==> config.mk <==
export PLATFORM = sky130hd
export DESIGN_NAME = lut_master
export DESIGN_NICKNAME = d
export VERILOG_FILES = /design/src/rtl/lut_pkg.sv /design/src/rtl/lut_master.sv
export SDC_FILE = /design/constraint.sdc
export NUM_CORES = 1
export LEC_CHECK = 0
export CORE_AREA = 2 2 79 43
export CTS_CLUSTER_SIZE = 28
export DETAILED_ROUTE_END_ITERATION = 12
export DIE_AREA = 0 0 81 45
export PLACE_DENSITY = 0.76
export SETUP_SLACK_MARGIN = 0.02
export SYNTH_ARGS = -nofsm -noshare
export SYNTH_HDL_FRONTEND = slang
export SYNTH_SLANG_ARGS = --single-unit
==> constraint.sdc <==
create_clock -name clk -period 2.3 [get_ports clk]
set_input_delay 0.345 -clock clk [delete_from_list [all_inputs] [get_ports clk]]
set_output_delay 0.345 -clock clk [all_outputs]
set_load 0.03 [all_outputs]
==> src/rtl/lut_pkg.sv <==
// Shared constants and FSM state encoding for the lookup-table initiator.
package lut_pkg;

  localparam int LUT_ADDR_W = 4;
  localparam int LUT_DATA_W = 4;
  localparam int LUT_DEPTH  = 2**LUT_ADDR_W;

  typedef enum logic [2:0] {
    ST_IDLE     = 3'd0,
    ST_WR       = 3'd1,
    ST_RD_ISSUE = 3'd2,
    ST_RD_WAIT  = 3'd3,
    ST_RESP     = 3'd4,
    ST_FILL     = 3'd5
  } state_e;

endpackage

==> src/rtl/lut_master.sv <==
// Sole initiator of the lookup table: single read/write requests plus a streaming bulk fill.
// Handshakes: a beat transfers on the rising edge where valid && ready; ready never depends on valid.
module lut_master
  import lut_pkg::*;
#(
  parameter int ADDR_W = LUT_ADDR_W,
  parameter int DATA_W = LUT_DATA_W,
  parameter int DEPTH  = 2**ADDR_W
) (
  input  logic              clk,
  input  logic              rst_n,
  input  logic              req_valid,
  output logic              req_ready,
  input  logic              req_write,
  input  logic [ADDR_W-1:0] req_addr,
  input  logic [DATA_W-1:0] req_data,
  output logic              rsp_valid,
  output logic [DATA_W-1:0] rsp_data,
  input  logic              fill_start,
  input  logic              load_valid,
  output logic              load_ready,
  input  logic [DATA_W-1:0] load_data,
  output logic              fill_done,
  output logic              busy,
  output logic [ADDR_W-1:0] lut_addrW,
  output logic              lut_we,
  output logic [DATA_W-1:0] lut_din,
  output logic [ADDR_W-1:0] lut_addrR,
  output logic              lut_re,
  input  logic [DATA_W-1:0] lut_dout,
  output state_e            dbg_state
);

  localparam logic [ADDR_W-1:0] LAST_ADDR = ADDR_W'(DEPTH - 1);

  state_e            r_state, w_state_nxt;
  logic [ADDR_W-1:0] r_cnt, w_cnt_nxt;
  logic              r_lut_we, w_we_nxt;
  logic              r_lut_re, w_re_nxt;
  logic [ADDR_W-1:0] r_lut_addrW, w_addrw_nxt;
  logic [DATA_W-1:0] r_lut_din, w_din_nxt;
  logic [ADDR_W-1:0] r_lut_addrR, w_addrr_nxt;
  logic              r_rsp_valid, w_rsp_valid_nxt;
  logic [DATA_W-1:0] r_rsp_data, w_rsp_data_nxt;
  logic              r_fill_done, w_fill_done_nxt;
  logic              w_req_ready;
  logic              w_req_acc;

  // fill_start wins over a simultaneous request, so ready drops whenever it is raised.
  assign w_req_ready = ((r_state == ST_IDLE) || (r_state == ST_RESP)) && !fill_start;
  assign w_req_acc   = req_valid && w_req_ready;

  always_comb begin
    w_state_nxt     = r_state;
    w_cnt_nxt       = r_cnt;
    w_we_nxt        = 1'b0;
    w_re_nxt        = 1'b0;
    w_addrw_nxt     = r_lut_addrW;
    w_din_nxt       = r_lut_din;
    w_addrr_nxt     = r_lut_addrR;
    w_rsp_valid_nxt = 1'b0;
    w_rsp_data_nxt  = r_rsp_data;
    w_fill_done_nxt = 1'b0;
    case (r_state)
      ST_IDLE, ST_RESP: begin
        w_state_nxt = ST_IDLE;
        if ((r_state == ST_IDLE) && fill_start) begin
          w_state_nxt = ST_FILL;
          w_cnt_nxt   = '0;
        end else if (w_req_acc) begin
          if (req_write) begin
            w_state_nxt = ST_WR;
            w_we_nxt    = 1'b1;
            w_addrw_nxt = req_addr;
            w_din_nxt   = req_data;
          end else begin
            w_state_nxt = ST_RD_ISSUE;
            w_re_nxt    = 1'b1;
            w_addrr_nxt = req_addr;
          end
        end
      end
      ST_WR:       w_state_nxt = ST_IDLE;
      ST_RD_ISSUE: w_state_nxt = ST_RD_WAIT;
      ST_RD_WAIT: begin
        // The table presents read data one cycle after lut_re.
        w_rsp_data_nxt  = lut_dout;
        w_rsp_valid_nxt = 1'b1;
        w_state_nxt     = ST_RESP;
      end
      ST_FILL: begin
        if (load_valid) begin
          w_we_nxt    = 1'b1;
          w_addrw_nxt = r_cnt;
          w_din_nxt   = load_data;
          w_cnt_nxt   = r_cnt + ADDR_W'(1);
          if (r_cnt == LAST_ADDR) begin
            w_cnt_nxt       = '0;
            w_fill_done_nxt = 1'b1;
            w_state_nxt     = ST_IDLE;
          end
        end
      end
      default: w_state_nxt = ST_IDLE;
    endcase
  end

  always_ff @(posedge clk or negedge rst_n) begin
    if (!rst_n) begin
      r_state     <= ST_IDLE;
      r_cnt       <= '0;
      r_lut_we    <= 1'b0;
      r_lut_re    <= 1'b0;
      r_lut_addrW <= '0;
      r_lut_din   <= '0;
      r_lut_addrR <= '0;
      r_rsp_valid <= 1'b0;
      r_rsp_data  <= '0;
      r_fill_done <= 1'b0;
    end else begin
      r_state     <= w_state_nxt;
      r_cnt       <= w_cnt_nxt;
      r_lut_we    <= w_we_nxt;
      r_lut_re    <= w_re_nxt;
      r_lut_addrW <= w_addrw_nxt;
      r_lut_din   <= w_din_nxt;
      r_lut_addrR <= w_addrr_nxt;
      r_rsp_valid <= w_rsp_valid_nxt;
      r_rsp_data  <= w_rsp_data_nxt;
      r_fill_done <= w_fill_done_nxt;
    end
  end

  assign req_ready  = w_req_ready;
  assign load_ready = (r_state == ST_FILL);
  assign busy       = (r_state != ST_IDLE);
  assign rsp_valid  = r_rsp_valid;
  assign rsp_data   = r_rsp_data;
  assign fill_done  = r_fill_done;
  assign lut_we     = r_lut_we;
  assign lut_re     = r_lut_re;
  assign lut_addrW  = r_lut_addrW;
  assign lut_din    = r_lut_din;
  assign lut_addrR  = r_lut_addrR;
  assign dbg_state  = r_state;

endmodule
==> metrics.txt <==
# TYPE chip_impl_metric gauge
chip_impl_metric{name="total_cts_buffers",unit=""} 3
chip_impl_metric{name="critPathMaxFanout",unit=""} 10
chip_impl_info{name="synth_area_leaders",value="sky130_fd_sc_hd__dfrtp_1, sky130_fd_sc_hd__mux2_2, sky130_fd_sc_hd__o32a_1"} 1
chip_impl_metric{name="clockBufferDepth",unit=""} 2
chip_impl_metric{name="postSynth.asyncResetShare",unit="%"} 100
chip_impl_metric{name="io_buffers",unit=""} 47
chip_impl_metric{name="fp.dieW",unit="um"} 81
chip_impl_info{name="clock-root-buffer",value="sky130_fd_sc_hd__clkbuf_8"} 1
chip_impl_metric{name="post-route-drc-count",unit=""} 0
chip_impl_metric{name="postSynthRegisterBits",unit=""} 27
chip_impl_metric{name="share_clk_of_total_power",unit="%"} 11.7
chip_impl_metric{name="cts.sink_count",unit=""} 27
chip_impl_metric{name="design.die.area",unit="um2"} 3650
chip_impl_metric{name="finalSetupTns",unit="ps"} 0
chip_impl_metric{name="synthToLayoutAreaGrowth",unit="%"} 46.0
chip_impl_info{name="outcome",value="finished, final reports clean"} 1
chip_impl_info{name="post-synth-top-count-cell",value="sky130_fd_sc_hd__dfrtp_1"} 1
chip_impl_metric{name="cellPowerDensity",unit="nW/um2"} 1290
chip_impl_metric{name="syn-cell-area",unit="um2"} 1180
chip_impl_info{name="critical_path.endpoint_type",value="primary output"} 1
chip_impl_info{name="worst_r2r_startpoint",value="dbg_state[0]"} 1
chip_impl_metric{name="syn-num-nets",unit=""} 117
chip_impl_info{name="worstHoldPathType",value="in -> async"} 1
chip_impl_metric{name="detailed_place_hpwl",unit="um"} 2010
chip_impl_metric{name="final-hold-violation-count",unit=""} 0
chip_impl_metric{name="core_region_area",unit="um2"} 2910
chip_impl_metric{name="nNetsFinal",unit=""} 166
chip_impl_metric{name="tightest_pin_transition",unit="ps"} 515
chip_impl_metric{name="final-max-slew-violation-count",unit=""} 0
chip_impl_metric{name="floorplan.initialDensity",unit="%"} 40.7
chip_impl_metric{name="gp_congestion",unit=""} 0.759
chip_impl_metric{name="cp_data_required_time",unit="ps"} 1960
chip_impl_metric{name="post_cts_resize_count",unit=""} 0
chip_impl_metric{name="p_seq_share",unit="%"} 35.9
chip_impl_metric{name="synth_top_area_share",unit="%"} 57.0
chip_impl_metric{name="via_total_after_detailed_routing",unit=""} 937
chip_impl_metric{name="setup_viol",unit=""} 0
chip_impl_metric{name="r2r.worst_path.cells",unit=""} 3
chip_impl_metric{name="drt_pre_antenna_iters",unit=""} 4
chip_impl_metric{name="timing.reg2reg.setup_slack",unit="ps"} 460
chip_impl_info{name="yosys-top-cells-count",value="sky130_fd_sc_hd__dfrtp_1, sky130_fd_sc_hd__mux2_2, sky130_fd_sc_hd__nand3_1, sky130_fd_sc_hd__o21a_1, sky130_fd_sc_hd__o32a_1"} 1
chip_impl_metric{name="worstSetupPathDepth",unit=""} 2
chip_impl_info{name="ys_dominant_reg_cell",value="sky130_fd_sc_hd__dfrtp_1"} 1
chip_impl_info{name="worst_path_dominant_cell_family",value="buffers and inverters"} 1
chip_impl_metric{name="io-pin-count",unit=""} 48
chip_impl_metric{name="clock_insertion_delay_worst_skew",unit="ps"} 270
chip_impl_info{name="worstPathCellList",value="and3b_1, clkdlybuf4s50_1"} 1
chip_impl_metric{name="rows",unit=""} 14
chip_impl_metric{name="max-slew-margin-rel",unit="%"} 65.2
chip_impl_info{name="synth_area_leader_cell",value="sky130_fd_sc_hd__dfrtp_1"} 1
chip_impl_metric{name="die_h",unit="um"} 45
chip_impl_metric{name="netSwitchingPower",unit="mW"} 0.901
chip_impl_metric{name="buf_inv_stages_crit_path",unit=""} 1
chip_impl_metric{name="final_area",unit="um2"} 1730
chip_impl_metric{name="syn_inst",unit=""} 94
chip_impl_metric{name="post-layout-total-power",unit="mW"} 2.23
chip_impl_info{name="reg2reg_to",value="lut_addrR[3]"} 1
chip_impl_metric{name="comb_power_share",unit="%"} 52.4
chip_impl_metric{name="clk_pin_slew_worst_paths",unit="ps"} 80
chip_impl_info{name="grt_setup_unrepaired",value="false"} 1
chip_impl_metric{name="internal-power",unit="mW"} 1.33
chip_impl_metric{name="grt_util_all_layers",unit="%"} 15.7
chip_impl_metric{name="worst_clock_skew",unit="ps"} 1.23
chip_impl_metric{name="timing.fmax",unit="GHz"} 0.467
chip_impl_metric{name="timing.max_cap.violations",unit=""} 0
chip_impl_metric{name="antenna_cells",unit=""} 0
chip_impl_metric{name="grt_start_max_net_pins",unit=""} 28
chip_impl_metric{name="drt_iter0_markers",unit=""} 80
chip_impl_metric{name="synth-edff-count",unit=""} 0
chip_impl_metric{name="synth_sequential_area_ratio",unit="%"} 57.0
chip_impl_metric{name="static-leakage-power",unit="nW"} 0.697
chip_impl_metric{name="first_global_vias",unit=""} 894
chip_impl_metric{name="final_layout_size_suffix_gt1_share",unit="%"} 12.7
chip_impl_metric{name="crit_path_max_incr_delay",unit="ps"} 710
chip_impl_info{name="critPathSlowestCell",value="sky130_fd_sc_hd__clkdlybuf4s50_1"} 1
chip_impl_metric{name="postCtsHoldBufs",unit=""} 0
chip_impl_metric{name="switching_share",unit="%"} 40.5
chip_impl_metric{name="number_of_antenna_violations_at_the_first_check_in_global_routing",unit=""} 0
chip_impl_metric{name="filler_cell_count",unit=""} 239
chip_impl_metric{name="min_period_over_period",unit="%"} 93.1
chip_impl_metric{name="cp.arrival",unit="ps"} 1800
chip_impl_metric{name="cts-htree-levels",unit=""} 1
chip_impl_info{name="worstSetupStartpointType",value="register"} 1
chip_impl_metric{name="cts_setup_buffers",unit=""} 0
chip_impl_metric{name="hold_ws",unit="ps"} 433
chip_impl_metric{name="time_the_final_worst_path_needs_with_i_o_delays_and_setup",unit="ps"} 2140
chip_impl_metric{name="postPlaceCellArea",unit="um2"} 1690
chip_impl_metric{name="yosys_warnings",unit=""} 0
chip_impl_info{name="worstSetupPathType",value="reg -> out"} 1
chip_impl_metric{name="first_pass_grt_wire_length",unit="um"} 4200
chip_impl_info{name="cts_tree",value="done"} 1
chip_impl_metric{name="wirelength",unit="um"} 2560
chip_impl_metric{name="syn_area_per_cell",unit="um2"} 12.6
chip_impl_metric{name="via_per_inst",unit=""} 5.15
chip_impl_metric{name="synth.distinct_cells",unit=""} 31
chip_impl_metric{name="max-vdd-ir-drop",unit="V"} 0.000499
chip_impl_metric{name="count_of_antenna_violating_nets_left_after_detailed_routing",unit=""} 0
chip_impl_metric{name="gr-total-overflow",unit=""} 0
chip_impl_metric{name="route.detailed.wl_per_inst",unit="um"} 14.1
flip-flops by register name, indices dropped and copies added, names as in the netlist:
register	count
lut_we	1
lut_re	1
dbg_state	3
fill_done	1
rsp_data	4
lut_addrW	4
lut_din	4
rsp_valid	1
lut_addrR	4
r_cnt	4
metrics by stage:
stage / utilization [%] / instances / setup WS (ps)
finish: 59.5 / 182 / 159
global route: 59.5 / 182 / 90.6
CTS: 59.5 / 182 / 147
detailed placement: 58.0 / 178 / 179
global placement: 58.0 / 178 / 219
floorplan: - / 94 / 391
worst max-delay path by stage:
| stage | startpoint | end | slack [ps] |
|---|---|---|---|
| 3_5_place_dp | fill_start | lut_addrR[3] | 180 |
| 5_1_grt | dbg_state[1] | load_ready | 90 |
| 4_1_cts | dbg_state[1] | load_ready | 150 |
| 2_1_floorplan | dbg_state[0] | lut_addrW[3] | 390 |
| 3_3_place_gp | fill_start | lut_addrR[0] | 220 |
| 6_report | dbg_state[1] | load_ready | 160 |
logic make-up after synthesis:
family | Yosys count | synth area share [%]
muxes | 8 | 7.60
DFF | 27 | 57.0
AOI/OAI and AO/OA | 23 | 16.1
and+or+nand+nor | 25 | 13.7
adders and majority gates | 1 | 1.06
buffers and inverters | 10 | 4.54
placed cells by master, fill, tap and decap left out:
| cell | count |
|---|---|
| sky130_fd_sc_hd__or3b_2 | 1 |
| sky130_fd_sc_hd__nor3_1 | 1 |
| sky130_fd_sc_hd__clkdlybuf4s50_1 | 47 |
| sky130_fd_sc_hd__clkbuf_1 | 1 |
| sky130_fd_sc_hd__inv_1 | 4 |
| sky130_fd_sc_hd__nand3_1 | 8 |
| sky130_fd_sc_hd__nand4b_1 | 1 |
| sky130_fd_sc_hd__or4b_4 | 1 |
| sky130_fd_sc_hd__clkinv_1 | 1 |
| sky130_fd_sc_hd__nand3b_1 | 1 |
| sky130_fd_sc_hd__or2_1 | 1 |
| sky130_fd_sc_hd__o21ai_0 | 4 |
| sky130_fd_sc_hd__nor4b_1 | 1 |
| sky130_fd_sc_hd__or3_1 | 2 |
| sky130_fd_sc_hd__a21oi_1 | 1 |
| sky130_fd_sc_hd__buf_4 | 2 |
| sky130_fd_sc_hd__o211ai_1 | 2 |
| sky130_fd_sc_hd__or4b_2 | 1 |
| sky130_fd_sc_hd__o21a_1 | 7 |
| sky130_fd_sc_hd__nand2_1 | 1 |
| sky130_fd_sc_hd__o32a_1 | 7 |
| sky130_fd_sc_hd__and3b_1 | 1 |
| sky130_fd_sc_hd__nor2_2 | 1 |
| sky130_fd_sc_hd__nor2_1 | 1 |
| sky130_fd_sc_hd__dfrtp_1 | 27 |
| sky130_fd_sc_hd__o21ai_4 | 1 |
| sky130_fd_sc_hd__o221a_1 | 1 |
| sky130_fd_sc_hd__ha_1 | 1 |
| sky130_fd_sc_hd__nand4_1 | 2 |
| sky130_fd_sc_hd__clkbuf_8 | 3 |
| sky130_fd_sc_hd__nand2b_1 | 1 |
| sky130_fd_sc_hd__mux2_2 | 8 |
metal layers:
metal | routed length (um) | GRT usage (%) | part of all wire (%)
met2 | 1270 | 26.8 | 49
met3 | 132 | 4.60 | 5.2
met4 | 38 | 6.78 | 1.5
met1 | 1120 | 19.1 | 44
met5 | 0 | 0 | 0
power groups by stage:
stage               Clock [mW]  Sequential (mW)  Combinational [mW]
detailed placement           0            0.807                1.18
finish                   0.261            0.799                1.17
floorplan                    0             1.12               0.378
CTS                      0.270            0.800                1.18
global placement             0            0.799                1.16
global route             0.293            0.826                1.22
layout make-up:
class | instances | area, um2 | area share (%)
well taps | 40 | 50.0 | 2.89
clock buffers | 4 | 45.0 | 2.60
multi-input cells | 57 | 455 | 26.3
repair buffers | 49 | 485 | 28.1
flip-flops and latches | 27 | 676 | 39.0
inverters | 5 | 18.8 | 1.08
worst reg2reg max path, cell delays in order, from the launching register on:
cell and delay (ps):
sky130_fd_sc_hd__dfrtp_1 470, sky130_fd_sc_hd__or4b_4 660, sky130_fd_sc_hd__nor2_2 230, sky130_fd_sc_hd__mux2_2 370
No activity file was read; power rests on OpenSTA's default activity.
